[src/rtl/fetch_stage.sv]
// Instruction fetch stage with IF/ID pipeline register.
// Handles the memory handshake, wait states, stalls and branch redirects.
module fetch_stage #(
  parameter int unsigned N        = 32,
  parameter logic [N-1:0] RESET_PC = '0
) (
  input  logic         clk,
  input  logic         rst,
  input  logic         StallF,
  input  logic         StallD,
  input  logic         FlushD,
  input  logic         BranchTakenE,
  input  logic [N-1:0] BranchTargetE,
  output logic         imem_req,
  output logic [N-1:0] imem_addr,
  input  logic [N-1:0] imem_rdata,
  input  logic         imem_ready,
  output logic [N-1:0] InstrD,
  output logic [N-1:0] PCD,
  output logic [N-1:0] PCPlus8D,
  output logic         ValidD
);

  typedef enum logic [1:0] {READY, WAIT, DISCARD, HOLD} state_t;

  state_t       state, state_n;
  logic [N-1:0] pcf, pcf_n;
  logic [N-1:0] addr_hold, addr_hold_n;
  logic [N-1:0] buf_instr, buf_pc;
  logic         load_mem, load_buf, cap_buf;

  assign imem_req  = ((state == READY) && !StallF) || (state == WAIT) || (state == DISCARD);
  assign imem_addr = (state == DISCARD) ? addr_hold : pcf;

  always_comb begin
    state_n     = state;
    pcf_n       = pcf;
    addr_hold_n = addr_hold;
    load_mem    = 1'b0;
    load_buf    = 1'b0;
    cap_buf     = 1'b0;
    if (BranchTakenE) begin
      pcf_n = BranchTargetE & ~N'(3);
      unique case (state)
        // An outstanding request that has not completed must keep its address
        // until the memory answers, so it moves to DISCARD.
        READY: begin
          if (imem_req && !imem_ready) begin
            state_n     = DISCARD;
            addr_hold_n = pcf;
          end
        end
        WAIT: begin
          if (imem_ready) begin
            state_n = READY;
          end else begin
            state_n     = DISCARD;
            addr_hold_n = pcf;
          end
        end
        DISCARD: if (imem_ready) state_n = READY;
        HOLD:    state_n = READY;
        default: state_n = READY;
      endcase
    end else begin
      unique case (state)
        READY: begin
          if (!StallF) begin
            if (imem_ready) begin
              pcf_n = pcf + N'(4);
              if (StallD) begin
                cap_buf = 1'b1;
                state_n = HOLD;
              end else begin
                load_mem = 1'b1;
              end
            end else begin
              state_n = WAIT;
            end
          end
        end
        WAIT: begin
          if (imem_ready) begin
            pcf_n = pcf + N'(4);
            if (StallD) begin
              cap_buf = 1'b1;
              state_n = HOLD;
            end else begin
              load_mem = 1'b1;
              state_n  = READY;
            end
          end
        end
        DISCARD: if (imem_ready) state_n = READY;
        HOLD: begin
          if (!StallD) begin
            load_buf = 1'b1;
            state_n  = READY;
          end
        end
        default: state_n = READY;
      endcase
    end
  end

  always_ff @(posedge clk or posedge rst) begin
    if (rst) begin
      state     <= READY;
      pcf       <= RESET_PC;
      addr_hold <= '0;
      buf_instr <= '0;
      buf_pc    <= '0;
    end else begin
      state     <= state_n;
      pcf       <= pcf_n;
      addr_hold <= addr_hold_n;
      if (cap_buf) begin
        buf_instr <= imem_rdata;
        buf_pc    <= pcf;
      end
    end
  end

  always_ff @(posedge clk or posedge rst) begin
    if (rst) begin
      InstrD   <= '0;
      PCD      <= '0;
      PCPlus8D <= '0;
      ValidD   <= 1'b0;
    end else if (BranchTakenE || FlushD) begin
      InstrD <= '0;
      ValidD <= 1'b0;
    end else if (StallD) begin
      InstrD <= InstrD;
    end else if (load_mem) begin
      InstrD   <= imem_rdata;
      PCD      <= pcf;
      PCPlus8D <= pcf + N'(8);
      ValidD   <= 1'b1;
    end else if (load_buf) begin
      InstrD   <= buf_instr;
      PCD      <= buf_pc;
      PCPlus8D <= buf_pc + N'(8);
      ValidD   <= 1'b1;
    end else begin
      InstrD <= '0;
      ValidD <= 1'b0;
    end
  end

endmodule

[config.mk]
export PLATFORM = sky130hd
export DESIGN_NAME = fetch_stage
export DESIGN_NICKNAME = d
export VERILOG_FILES = /design/src/rtl/fetch_stage.sv
export SDC_FILE = /design/constraint.sdc
export NUM_CORES = 1
export LEC_CHECK = 0
export ABC_AREA = 1
export CAP_MARGIN = 20
export CORE_UTILIZATION = 53
export DETAILED_ROUTE_END_ITERATION = 10
export PLACE_DENSITY = 0.81
export SYNTH_ARGS = -nofsm -noshare
export SYNTH_HDL_FRONTEND = slang
export SYNTH_SLANG_ARGS = --single-unit
[constraint.sdc]
create_clock -name clk -period 8.4 [get_ports clk]
set_input_delay 1.26 -clock clk [delete_from_list [all_inputs] [get_ports clk]]
set_output_delay 1.26 -clock clk [all_outputs]
set_load 0.02 [all_outputs]
==> metrics.txt <==
gr usage total=0.288; Worst EP required=a little under 9 ns; Yosys Warn Count=0; FF/Latch Area=about 0.0054 mm^2; Max VDD drop=approximately 200 uV; count of final hold-check violations=0; most frequent cells after synthesis=373 x nand2_1, 216 x dfrtp_1, 160 x o21ai_0; H-Tree Depth=1; final hold slack=between 0.4 and 0.5 ns; XOR/XNOR Fraction of Synth Area=0.00869; worst hold stages=2; first-pass GRT wire length=roughly 50,000 um; pin count of the biggest net entering global routing=roughly 130; Post-synth ARST share=1.00; Clock Tree Buf Depth=3; core area=slightly above 0.02 mm^2; Wirelength per Cell=around 17 um; Synth Register Bits=between 200 and 250; CTS Hold Buffers Added=0; initial antenna violation count=0; grt total ovfl=0; Num CTS Buffers=24; fill count=~1,700; CTS clk-pin slew, worst paths=roughly 0.060 ns; worst endpoint data arrival time=between 5 and 6 ns; R2R cell count=11; Max Fclk=roughly 0.21 GHz; post-synthesis compound-gate area fraction=0.154; top cells by area, synth=dfrtp_1 49%, nand2_1 13%, o21ai_0 7.2%, nand3_1 4.8%, nor2_1 4.4%; unrepaired setup endpoints after global routing=false; setup_tns=0 ns; initial core utilization=0.544; Critical Path End Type=register; Ports=between 200 and 250; Seq/Total Area, Yosys=0.487; CTS tree=built; die width=147 um; Max FO, Critical Path=68; run status=complete, no violations; largest family of logic cells by synthesized area=simple AND/OR/NAND/NOR gates; Gates resized, CTS repair=0; layout cells sized above 1=0.0659; Gate Count Post-Synth=roughly 1,400; hpwl dp=20,900 um; fin crit period=approximately 4.7 ns; crit path kind=in -> reg; Post-Syn Area per Cell=roughly 7.9 um^2; ys flop type=dfrtp_1; Site Rows=between 50 and 60; max_slew headroom=0.314; Die ar.=0.0215 mm^2; Pre-antenna DRT Iters=5; PortBufs=between 150 and 200; MaxCap Viol Count=0; final setup margin=around 3.7 ns; diode count=0; Clk Latency, worst-skew pair=0.53 ns; slew at the pin closest to its max-slew limit=1.02 ns; hold crit path type=reg -> reg; Post-Synth Simple-Gate Area=0.268; vias in the first global route=between 9,000 and 10,000; Yosys top cell by area=dfrtp_1; Yosys top cell area share=0.487; GPL Wtd Cong=0.923; Post-Synth Adder-Cell Area=0.00226; multiplexer share of the synthesized area=0; LEAKAGE=between 6 and 7 nW; multi-input logic area=a little under 0.005 mm^2; Worst Clk Skew=0.0179 ns; setup bufs post-CTS=0; final core utilization=0.686; Iter 0 DRT Violations=between 900 and 1,000; chip height=between 100 and 150 um; remaining antenna violation count after routing=0; cell area after synthesis=roughly 0.011 mm^2; Pwr Density=331 mW/mm^2; Area Growth Syn to Fin=26.0%; Power Total=between 0.004 and 0.005 W; Clock Root Buffer=clkbuf_16; final setup vio count=0; nature of the critical path startpoint=input port; DRT Wirelength=between 30,000 and 40,000 um; pre-CTS WS=3.26 ns; Post-synth EDFFs=0; post-synth cell types=45; nets=between 1,500 and 2,000; clock sinks=216; DR vias=~10,000; Slew Viols, Final=0; most frequent cell after synthesis=nand2_1; DRC Markers=0; crit share post-route=0.555; vias per std cell=between 5 and 6
## kinds of logic after synthesis
| group | Yosys count |
|---|---|
| and+or+nand+nor | 683 |
| AOI/OAI and AO/OA | 287 |
| DFF | 216 |
| buffers and inverters | 209 |
| xor gates and xnor gates | 11 |
| adders and majority gates | 2 |
| other | 1 |
## placed cells by master (no fill, tap or decap), types with 16 or more instances in the layout
| master | n |
|---|---|
| a21oi_1 | 42 |
| a32o_1 | 32 |
| clkbuf_16 | 24 |
| clkdlybuf4s50_1 | 192 |
| dfrtp_1 | 216 |
| inv_1 | 115 |
| nand2_1 | 371 |
| nand3_1 | 106 |
| nand4_1 | 16 |
| nor2_1 | 129 |
| o21ai_0 | 160 |
## final cells by class
class / count / share of cell area
flip-flops and latches: 216 / 0.387
multi-input cells: 989 / 0.348
well taps: 270 / 0.0242
clock buffers: 29 / 0.0465
clock inverters: 14 / 0.0135
repair buffers: 203 / 0.147
inverters: 126 / 0.0344
## per-layer routing
| layer | GRT usage | wire length, um | vias up |
|---|---|---|---|
| li1 | - | - | 4951 |
| met1 | 0.443 | 14300 | 4904 |
| met2 | 0.425 | 13400 | 467 |
| met3 | 0.0319 | 2370 | 63 |
| met4 | 0.0896 | 784 | 0 |
| met5 | 0 | 0 | - |
## final timing paths
check,startpoint,endpoint,slack (ns)
setup / recovery,BranchTakenE,PCPlus8D[21]$_DFFE_PP0P_,3.74
hold reg to reg,PCPlus8D[19]$_DFFE_PP0P_,PCPlus8D[19]$_DFFE_PP0P_,0.48
setup reg to reg,state[1]$_DFFE_PP0P_,PCPlus8D[21]$_DFFE_PP0P_,5.24
hold / removal,PCPlus8D[19]$_DFFE_PP0P_,PCPlus8D[19]$_DFFE_PP0P_,0.48
min in group asynchronous,rst,InstrD[8]$_DFFE_PP0P_,1.24
max in group asynchronous,rst,pcf[13]$_DFFE_PP0P_,5.73
## worst max-delay path, stage by stage
cell and delay [ns]:
clkdlybuf4s50_1 0.40, buf_4 0.26, nor2_8 0.73, nand3_4 0.78, o21ai_4 0.48, ha_1 0.21
nand2_1 0.10, nor2_4 0.20, nand2_1 0.17, nor2_4 0.22, nand3_1 0.09, nand3_1 0.09
nand2_1 0.05
## power by group
| group | internal [W] | switching, W |
|---|---|---|
| clock | 0.000675 | 0.000437 |
| sequential | 0.00142 | 0.000257 |
| combinational | 0.000736 | 0.00110 |
| total | 0.00283 | 0.00179 |
## registers in the layout, indices dropped and copies added, names as in the netlist
| signal | cells |
|---|---|
| InstrD | 32 |
| PCD | 30 |
| PCPlus8D | 29 |
| ValidD | 1 |
| addr_hold | 30 |
| buf_instr | 32 |
| buf_pc | 30 |
| pcf | 30 |
| state | 2 |
## through the flow
| step | instance area [um^2] | std cells |
|---|---|---|
| after detailed placement | 13100 | 1801 |
| final | 14000 | 1847 |
| after global routing | 14000 | 1847 |
| after floorplan | 11100 | 1414 |
| after CTS | 13900 | 1844 |
| after global placement | 13100 | 1801 |
Note: power is estimated with default switching activity, not from simulation.
